### config.mk
export PLATFORM = sky130hd
export DESIGN_NAME = multichan_decimator
export DESIGN_NICKNAME = d
export VERILOG_FILES = /design/src/rtl/multichan_decimator.sv
export SDC_FILE = /design/constraint.sdc
export NUM_CORES = 1
export LEC_CHECK = 0
export CAP_MARGIN = 5
export CORE_MARGIN = 2
export CORE_UTILIZATION = 43
export CTS_CLUSTER_DIAMETER = 200
export DETAILED_ROUTE_END_ITERATION = 10
export HOLD_SLACK_MARGIN = 0.15
export MAX_ROUTING_LAYER = met4
export PLACE_DENSITY = 0.86
export SETUP_SLACK_MARGIN = 0.2
export SYNTH_ARGS = -nofsm -noshare
export SYNTH_HDL_FRONTEND = slang
export SYNTH_SLANG_ARGS = --single-unit
export TNS_END_PERCENT = 5
### constraint.sdc
create_clock -name clk -period 3.2 [get_ports clk]
set_input_delay 0.32 -clock clk [delete_from_list [all_inputs] [get_ports clk]]
set_output_delay 0.32 -clock clk [all_outputs]
set_load 0.03 [all_outputs]
### src/rtl/multichan_decimator.sv
// -----------------------------------------------------------------------------
// multichan_decimator
//   Decimates NUM_CH parallel signed sample streams by a runtime factor M with
//   a programmable output phase. All channels share one sample counter and the
//   factor/phase shadow registers, so they decimate in lockstep.
//
//   Optional build macro: MULTICHAN_DECIMATOR_AVG_EN
//     defined   -> integrate-and-dump: output is the window sum >>> floor(log2 M)
//     undefined -> pick mode: output is the sample at the phase index
//
// Ports
//   clk        system clock, rising edge
//   reset      asynchronous active-low reset
//   in_valid   in_data carries a new sample set this cycle
//   in_data    NUM_CH packed signed samples, channel 0 in the LSBs
//   factor     decimation factor M (0 and 1 mean pass-through)
//   phase      index within the M-window at which the output is taken
//   sync       load factor/phase into shadow regs and restart the window
//   out_valid  one-cycle strobe, out_data updated this cycle
//   out_data   NUM_CH packed signed decimated samples, held between strobes
//   out_count  number of strobes since reset/sync, wraps at 2^16
// -----------------------------------------------------------------------------
module multichan_decimator #(
   parameter int unsigned DATA_W = 16,
   parameter int unsigned NUM_CH = 2,
   parameter int unsigned CNT_W  = 4
) (
   input  logic                     clk,
   input  logic                     reset,
   input  logic                     in_valid,
   input  logic [NUM_CH*DATA_W-1:0] in_data,
   input  logic [CNT_W-1:0]         factor,
   input  logic [CNT_W-1:0]         phase,
   input  logic                     sync,
   output logic                     out_valid,
   output logic [NUM_CH*DATA_W-1:0] out_data,
   output logic [15:0]              out_count
);

   localparam logic [CNT_W-1:0] ONE = CNT_W'(1);
   localparam logic [CNT_W-1:0] TWO = CNT_W'(2);

   logic [CNT_W-1:0]         m_s;
   logic [CNT_W-1:0]         p_s;
   logic [CNT_W-1:0]         cnt;
   logic [CNT_W-1:0]         m_use;
   logic [CNT_W-1:0]         p_use;
   logic [CNT_W-1:0]         m_eff;
   logic [CNT_W-1:0]         p_eff;
   logic [CNT_W-1:0]         index;
   logic [CNT_W-1:0]         cnt_next;
   logic                     capture;
   logic [NUM_CH*DATA_W-1:0] cap_data;

   // On a sync cycle the freshly presented factor/phase govern the current
   // sample, which is index 0 of the new window.
   always_comb begin
      m_use    = sync ? factor : m_s;
      p_use    = sync ? phase  : p_s;
      m_eff    = (m_use < TWO) ? ONE : m_use;
      p_eff    = (p_use >= m_eff) ? (m_eff - ONE) : p_use;
      index    = sync ? '0 : cnt;
      cnt_next = (index == (m_eff - ONE)) ? '0 : (index + ONE);
      capture  = in_valid && (index == p_eff);
   end

`ifdef MULTICHAN_DECIMATOR_AVG_EN
   localparam int unsigned ACC_W = DATA_W + CNT_W;

   logic [CNT_W-1:0]        shift;
   logic signed [ACC_W-1:0] acc     [NUM_CH];
   logic signed [ACC_W-1:0] sum     [NUM_CH];
   logic signed [ACC_W-1:0] shifted [NUM_CH];

   // Sum includes the current sample so the dump happens with no extra latency;
   // a sync cycle starts from an empty accumulator.
   always_comb begin
      shift    = '0;
      cap_data = '0;
      for (int unsigned i = 1; i < CNT_W; i++) begin
         if (m_eff[i]) shift = CNT_W'(i);
      end
      for (int unsigned c = 0; c < NUM_CH; c++) begin
         sum[c]     = (sync ? '0 : acc[c])
                    + {{CNT_W{in_data[c*DATA_W + DATA_W - 1]}}, in_data[c*DATA_W +: DATA_W]};
         shifted[c] = sum[c] >>> shift;
         cap_data[c*DATA_W +: DATA_W] = shifted[c][DATA_W-1:0];
      end
   end

   always_ff @(posedge clk or negedge reset) begin
      if (!reset) begin
         for (int unsigned c = 0; c < NUM_CH; c++) acc[c] <= '0;
      end else if (in_valid) begin
         for (int unsigned c = 0; c < NUM_CH; c++) acc[c] <= capture ? '0 : sum[c];
      end else if (sync) begin
         for (int unsigned c = 0; c < NUM_CH; c++) acc[c] <= '0;
      end
   end
`else
   always_comb begin
      cap_data = in_data;
   end
`endif

   always_ff @(posedge clk or negedge reset) begin
      if (!reset) begin
         m_s       <= ONE;
         p_s       <= '0;
         cnt       <= '0;
         out_valid <= 1'b0;
         out_data  <= '0;
         out_count <= '0;
      end else begin
         if (sync) begin
            m_s <= factor;
            p_s <= phase;
         end

         if (in_valid) begin
            cnt <= cnt_next;
         end else if (sync) begin
            cnt <= '0;
         end

         out_valid <= capture;
         if (capture) out_data <= cap_data;

         if (sync) begin
            out_count <= capture ? 16'd1 : 16'd0;
         end else if (capture) begin
            out_count <= out_count + 16'd1;
         end
      end
   end

endmodule

==> key figures, run 1 <==
Clock tree
  • # H-tree levels: 3
  • Insertion delay to the later sink of the worst-skew pair: about 340 ps
  • CTS tree: built
  • CTS root buffer: clkbuf_8
  • CTS buffer count: 9
  • Clk sinks: 61
  • CTS Buffer Depth: 2
  • Clock Pin Slew Worst Setup and Hold Paths: ~80 ps

STA
  • Max-slew headroom: 0.367
  • F_max: 0.326 GHz
  • Part of the cycle the worst path needs: 0.960
  • Worst-Margin Slew: 950 ps
  • Minimum clock period: 3070 ps
  • Skew final: 13.6 ps
  • Post-route setup slack: approximately 130 ps
  • Final setup fails: 0
  • Max Slew Vio Count: 0
  • Final Hold Fails: 0
  • RSZ-0062 raised after global routing: yes

Placed design
  • Dpl hpwl: roughly 5700 microns
  • Post-place setup slack: -484 ps
  • Routability Congestion: 0.842
  • PortBufs: between 90 and 100

Critical path
  • CP bufs+invs: 3
  • Reg2reg path depth: 13
  • Worst R2R Start: m_s[0]
  • Worst Setup SP: m_s[0]
  • CP Data Required Time: 3420 ps
  • Critical R2R Capture: out_data[2]
  • Setup crit start kind: flop
  • Worst Path Arrival: between 3000 and 4000 ps
  • Critical path depth: 13
  • Crit path kind: reg2reg
  • Setup crit end kind: flop
  • Critical-path maximum fanout: 23
  • Worst path cell trace: mux2_4 > nor3_4 > inv_1 > ha_1 > nand2b_4 > a2111oi_4 > buf_4 > nor3_2 > or3_4 > nand4_4 > or2_4 > buf_12 > mux2_2
  • Critical Path Max Stage Delay: between 300 and 400 ps
  • Register-to-register setup slack: between 100 and 150 ps
  • CP max stage cell: dfstp_2
  • Top delay family on crit path: simple AND/OR/NAND/NOR gates

Detailed routing
  • Drt total wl: around 7700 microns
  • Routed Antenna Nets: 0
  • Via count: 2529
  • DRC: 0
  • 1st-iter DRT viols: 76
  • First-pass iteration count of the detailed router: 4
  • WL per Instance: around 16 microns
  • Vias per cell: between 5 and 6

Finish
  • P&R area growth vs syn: 46.4%
  • Register area: ~1500 sq um
  • ANT cells: 0
  • Share of layout cells above drive strength 1: 0.319
  • Final #Nets: ~430
  • Multi-input logic area: 1690 sq um
  • Fillers: 583

Status
  • Status: complete, no violations

Yosys
  • Mapped Avg Cell Area: roughly 12 sq um
  • Ys Warns: 0
  • Post-Synthesis Net Count: 312
  • EDFF count, synth: 0
  • Cell variety after synth: 50
  • Main synth FF type: dfrtp_1
  • Asr flop ratio synth: 1.00
  • Post-synthesis register bit count: just over 60
  • Synth Instances: about 260
  • Mapped Area: around 3200 sq um
  • Register area share after synthesis: 0.472

GRT
  • Total GRT Usage: 0.203
  • Initial antenna violation count: 0
  • First-pass GRT wire length: 13000 microns
  • Vias in the first global route: about 2.7k
  • Largest net degree at the start of global routing: 44
  • GRT Residual Overflow: 0

Job
  • Max Cap Viol: 0

Pwr
  • Max VDD drop: between 0.0004 and 0.0005 V
  • Total leakage power: 2.10 nW
  • Overall Power: 3.36 mW
  • P per Cell Area: 710 nW/um^2

Floorplan
  • Starting Density: 0.444
  • Area of the die: roughly 8200 sq um
  • Rows: 31
  • Chip Height: a little over 90 microns
  • Core ar.: 7290 sq um
  • Die W: around 90 microns
  • I/O pin cnt: between 90 and 100

Worst hold path
  • Hold WC Path Type: in2async
[placed cells by master, fill, tap and decap left out, types with 4 or more instances in the layout]
cell type / synthesis / layout
mux2_4: 28 / 32
nor2b_1: 6 / 6
inv_1: 10 / 9
nand2_1: 6 / 6
a21oi_2: 0 / 6
buf_4: 2 / 24
or4_4: 0 / 6
nor2_1: 8 / 8
and3_1: 4 / 4
mux2_2: 13 / 9
ha_1: 7 / 6
o21ai_0: 8 / 8
nand2b_1: 6 / 5
o31ai_1: 10 / 10
or4_1: 10 / 4
xnor2_1: 4 / 4
nand3_1: 12 / 12
clkdlybuf4s50_1: 0 / 87
a21oi_1: 13 / 7
clkbuf_8: 0 / 10
dlygate4sd2_1: 0 / 4
dfrtp_1: 60 / 60
[flip-flops by register name, indices dropped and copies added, names as in the netlist]
register	cells
cnt	4
out_data	32
out_count	16
p_s	4
m_s	4
out_valid	1
[area by class of cell]
class	count	area share
Clock inverter	6	0.00950
Timing Repair Buffer	122	0.249
Inverter	10	0.00792
Tap cell	99	0.0261
Clock buffer	10	0.0290
Multi-Input combinational cell	177	0.356
Sequential cell	61	0.322
[synth_stat cells (4+ instances only)]
cell / count / share of area
xnor2_1: 4 / 0.011
o31ai_1: 10 / 0.023
or4_1: 10 / 0.023
inv_1: 10 / 0.012
nand2_1: 6 / 0.0070
nor2_1: 8 / 0.0093
o21ai_0: 8 / 0.012
ha_1: 7 / 0.027
nor2b_1: 6 / 0.012
dfrtp_1: 60 / 0.46
nand3_1: 12 / 0.019
mux2_2: 13 / 0.045
nand2b_1: 6 / 0.012
and3_1: 4 / 0.0077
nor3_1: 4 / 0.0062
mux2_4: 28 / 0.13
a21oi_1: 13 / 0.020
[worst max-delay path by stage]
stage,slack (ps),end
finish,130,out_data[2]
global route,-8,out_data[2]
CTS,120,out_data[1]
detailed placement,-480,out_data[28]
global placement,-410,out_data[15]
floorplan,100,out_data[10]
[what timing repair did]
| action | in CTS | in global routing |
|---|---|---|
| endpoints found under the setup margin | 49 | 47 |
| gates resized for setup | 16 | 13 |
| pin swaps | 3 | 9 |
| hold buffers | 0 | 0 |
| buffers inserted | 1 | 0 |
[layer usage]
| layer | global-route usage | share of wire | routed length (microns) | vias up |
|---|---|---|---|---|
| met5 | - | 0 | 0 | - |
| met4 | 0.0720 | 0.014 | 106 | 0 |
| met3 | 0.0342 | 0.028 | 217 | 9 |
| met2 | 0.348 | 0.54 | 4200 | 65 |
| met1 | 0.242 | 0.42 | 3210 | 1255 |
| li1 | - | - | - | 1200 |
[logic make-up after synthesis]
family,after synthesis,share of synthesized area
and+or+nand+nor,80,0.166
DFF,61,0.472
muxes,44,0.185
AOI/OAI and AO/OA,41,0.0850
buffers and inverters,23,0.0518
adders and majority gates,7,0.0270
xor gates and xnor gates,5,0.0135
[where the power goes]
part	leakage, nW	internal [mW]	switching, mW
registers	0.777	0.992	0.141
logic	1.22	0.811	0.780
clock network	0.0974	0.309	0.332
total	2.10	2.11	1.25
[through the flow]
stage / TNS, ps / util / instance area [sq um] / hold slack [ps] / cells
after floorplan: 0 / - / 3330 / 24.4 / 261
after global placement: -18340 / 0.611 / 4460 / 487 / 468
after detailed placement: -21680 / 0.611 / 4460 / 489 / 468
after CTS: 0 / 0.643 / 4690 / 154 / 485
after global routing: -14.2 / 0.650 / 4740 / 199 / 485
final: 0 / 0.650 / 4740 / 128 / 485
(Power assumes the default switching activity.)
==> run 2, diff against run 1 <==
- CORE_ASPECT_RATIO: default -> 0.6
==> key figures, run 2 (synthesis gave the netlist of run 1 again) <==
Status
  • Status: complete, no violations (unchanged)

STA
  • Worst-Margin Slew: 817 ps (was 950 ps)
  • Max Slew Vio Count: 0 (unchanged)
  • Setup TNS: 0 ps (unchanged)
  • RSZ-0062 raised after global routing: yes (unchanged)
  • Part of the cycle the worst path needs: 1.00 (was 0.960)
  • Final setup fails: 0 (unchanged)
  • Hold slack: 309 ps (was 128 ps)
  • Skew final: 7.04 ps (was 13.6 ps)
  • Final Hold Fails: 0 (unchanged)
  • Max-slew headroom: 0.456 (was 0.367)
  • F_max: 0.313 GHz (was 0.326 GHz)
  • Minimum clock period: 3200 ps (was 3070 ps)

Finish
  • Final #Nets: 432 (unchanged)
  • ANT cells: 0 (unchanged)
  • Share of layout cells above drive strength 1: 0.298 (was 0.319)
  • Biggest regs: out_data (32), out_count (16) (unchanged)
  • Largest Register: out_data (unchanged)
  • P&R area growth vs syn: 50.1% (was 46.4%)
  • Commonest cells after routing, fill and taps aside: clkdlybuf4s50_1 (88), dfrtp_1 (60), mux2_4 (30), buf_4 (22), nand3_1 (12) (was clkdlybuf4s50_1 (87), dfrtp_1 (60), mux2_4 (32), buf_4 (24), nand3_1 (12))
  • Max reg flops: 32 (unchanged)
  • Commonest non-fill, non-tap cell in the layout: clkdlybuf4s50_1 (unchanged)
  • Fillers: 539 (was 583)
  • Final core occ: 0.669 (was 0.650)

Pwr
  • P per Cell Area: 767 nW/um^2 (was 710 nW/um^2)
  • Gate power share: 0.435 (was 0.473)
  • Clock power frac: 0.261 (was 0.191)
  • P_int: 2.43 mW (was 2.11 mW)
  • Sw power: 1.30 mW (was 1.25 mW)
  • Sequential power share: 0.304 (was 0.337)
  • Total leakage power: 2.15 nW (was 2.10 nW)
  • Net Sw Frac: 0.350 (was 0.372)
  • Max VDD drop: 0.000312 V (was 0.000424 V)

Floorplan
  • I/O pin cnt: 93 (unchanged)
  • Area of the die: 8270 sq um (was 8240 sq um)
  • Chip Height: 71.2 microns (was 90.8 microns)
  • Rows: 24 (was 31)
  • Die W: 116 microns (was 90.8 microns)
  • Core ar.: 7270 sq um (was 7290 sq um)
  • Starting Density: 0.446 (was 0.444)

Critical path
  • Worst Path Arrival: 3410 ps (was 3290 ps)
  • Critical Path Max Stage Delay: 460 ps (was 380 ps)
  • Setup crit end kind: flop (unchanged)
  • Critical-path maximum fanout: 21 (was 23)
  • Setup crit start kind: input port (was flop)
  • Worst path cell trace: clkdlybuf4s50_1 > nor4b_4 > nor3_4 > inv_1 > ha_1 > nand2b_4 > a2111oi_4 > buf_4 > nor3_2 > o21ai_1 > nand4_4 > or2_4 > buf_12 > mux2_4 (was mux2_4 > nor3_4 > inv_1 > ha_1 > nand2b_4 > a2111oi_4 > buf_4 > nor3_2 > or3_4 > nand4_4 > or2_4 > buf_12 > mux2_2)
  • CP max stage cell: clkdlybuf4s50_1 (was dfstp_2)
  • Crit path kind: in2reg (was reg2reg)
  • CP Data Required Time: 3420 ps (about the same)

Clock tree
  • CTS tree: built (unchanged)
  • Insertion delay to the later sink of the worst-skew pair: 340 ps (about the same)
  • Clk sinks: 61 (unchanged)
  • Clock Pin Slew Worst Setup and Hold Paths: 60 ps (was 80 ps)
  • # H-tree levels: 3 (unchanged)
  • CTS buffer count: 9 (unchanged)
  • CTS root buffer: clkbuf_16 (was clkbuf_8)
  • CTS Buffer Depth: 2 (unchanged)

Detailed routing
  • Vias per cell: 5.29 (was 5.21)
  • WL per Instance: 17.7 microns (was 15.9 microns)
  • Routed Antenna Nets: 0 (unchanged)
  • First-pass iteration count of the detailed router: 4 (unchanged)
  • Via count: 2590 (was 2529)
  • Drt total wl: 8670 microns (was 7730 microns)
  • DRC: 0 (unchanged)
  • 1st-iter DRT viols: 224 (was 76)

GRT
  • Initial antenna violation count: 0 (unchanged)
  • Largest net degree at the start of global routing: 37 (was 44)
  • Total GRT Usage: 0.217 (was 0.203)
  • First-pass GRT wire length: 13100 microns (was 13000 microns)
  • GRT Residual Overflow: 0 (unchanged)
  • Vias in the first global route: 2530 (was 2663)

Placed design
  • Routability Congestion: 0.862 (was 0.842)
  • PortBufs: 92 (unchanged)
  • Dpl hpwl: 5950 microns (was 5660 microns)

Worst hold path
  • Hold WC Path Type: in2reg (was in2async)

Job
  • Max Cap Viol: 0 (unchanged)
[run 2: cell count changes in the layout (fill, tap and decap cells not counted), sizes merged]
cell	previous run	this run
buf	31	28
dlygate4sd2	4	2
inv	13	11
bufinv	0	1
clkbuf	10	11
clkdlybuf4s50	87	88
clkinv	3	4
clkinvlp	0	1
dlygate4sd3	0	1
dlymetal6s2s	0	1
[run 2: metrics by stage]
stage          area [sq um]  instances  total power, mW  setup WS (ps)
2_1_floorplan          3330        261             2.05           97.7
3_3_place_gp           4440        470             2.63           -415
3_5_place_dp           4440        470             2.68           -562
4_1_cts                4760        487             3.69           52.4
5_1_grt                4860        490             3.90          -96.3
6_report               4860        490             3.73          0.772
[run 2: worst paths after layout]
path,startpoint,endpoint,slack (ps),depth (start not counted)
max reg2reg,m_s[0],out_data[30],20,13
max,factor[1],out_data[30],0.8,14
min reg2reg,out_data[9],out_data[9],510,1
min,factor[0],m_s[0],310,2
max in group asynchronous,reset,cnt[2],1720,3
min in group asynchronous,reset,out_data[26],620,2
[run 2: power by group through the flow]
stage	registers, mW	clock network, mW	logic, mW
after floorplan	1.53	0	0.523
after global placement	1.12	0	1.51
after detailed placement	1.14	0	1.54
after CTS	1.13	0.990	1.57
after global routing	1.16	1.03	1.70
final	1.13	0.974	1.62
[run 2: final cells by class]
| cell class | count | area, sq um | share of cell area |
|---|---|---|---|
| Clock buffer | 9 | 225 | 0.0463 |
| Clock inverter | 7 | 73.8 | 0.0152 |
| Inverter | 10 | 37.5 | 0.00772 |
| Multi-Input combinational cell | 177 | 1650 | 0.338 |
| Sequential cell | 61 | 1530 | 0.314 |
| Tap cell | 104 | 130 | 0.0268 |
| Timing Repair Buffer | 122 | 1220 | 0.252 |
[run 2: worst max-delay path: cells and delay by family]
family	cells	cell delay, ps
and+or+nand+nor	6	1150
buffers and inverters	4	910
AOI/OAI and AO/OA	2	510
muxes	1	310
adders and majority gates	1	210
[run 2: what timing repair did]
action,4_1_cts,5_1_grt
cloned,0,2
resized for setup,6,12
endpoints found under the hold margin,34,0
endpoints found under the setup margin,53,48
pin swaps,3,4
hold buffers,1,0
setup buffers,0,1
[run 2: per-layer routing]
layer  vias to the layer above  GRT usage  wire length, microns
li1                       1199          -                     -
met1                      1286      0.289                  4070
met2                        96      0.320                  3870
met3                         9     0.0677                   640
met4                         0     0.0675                    88
met5                         -          -                     0
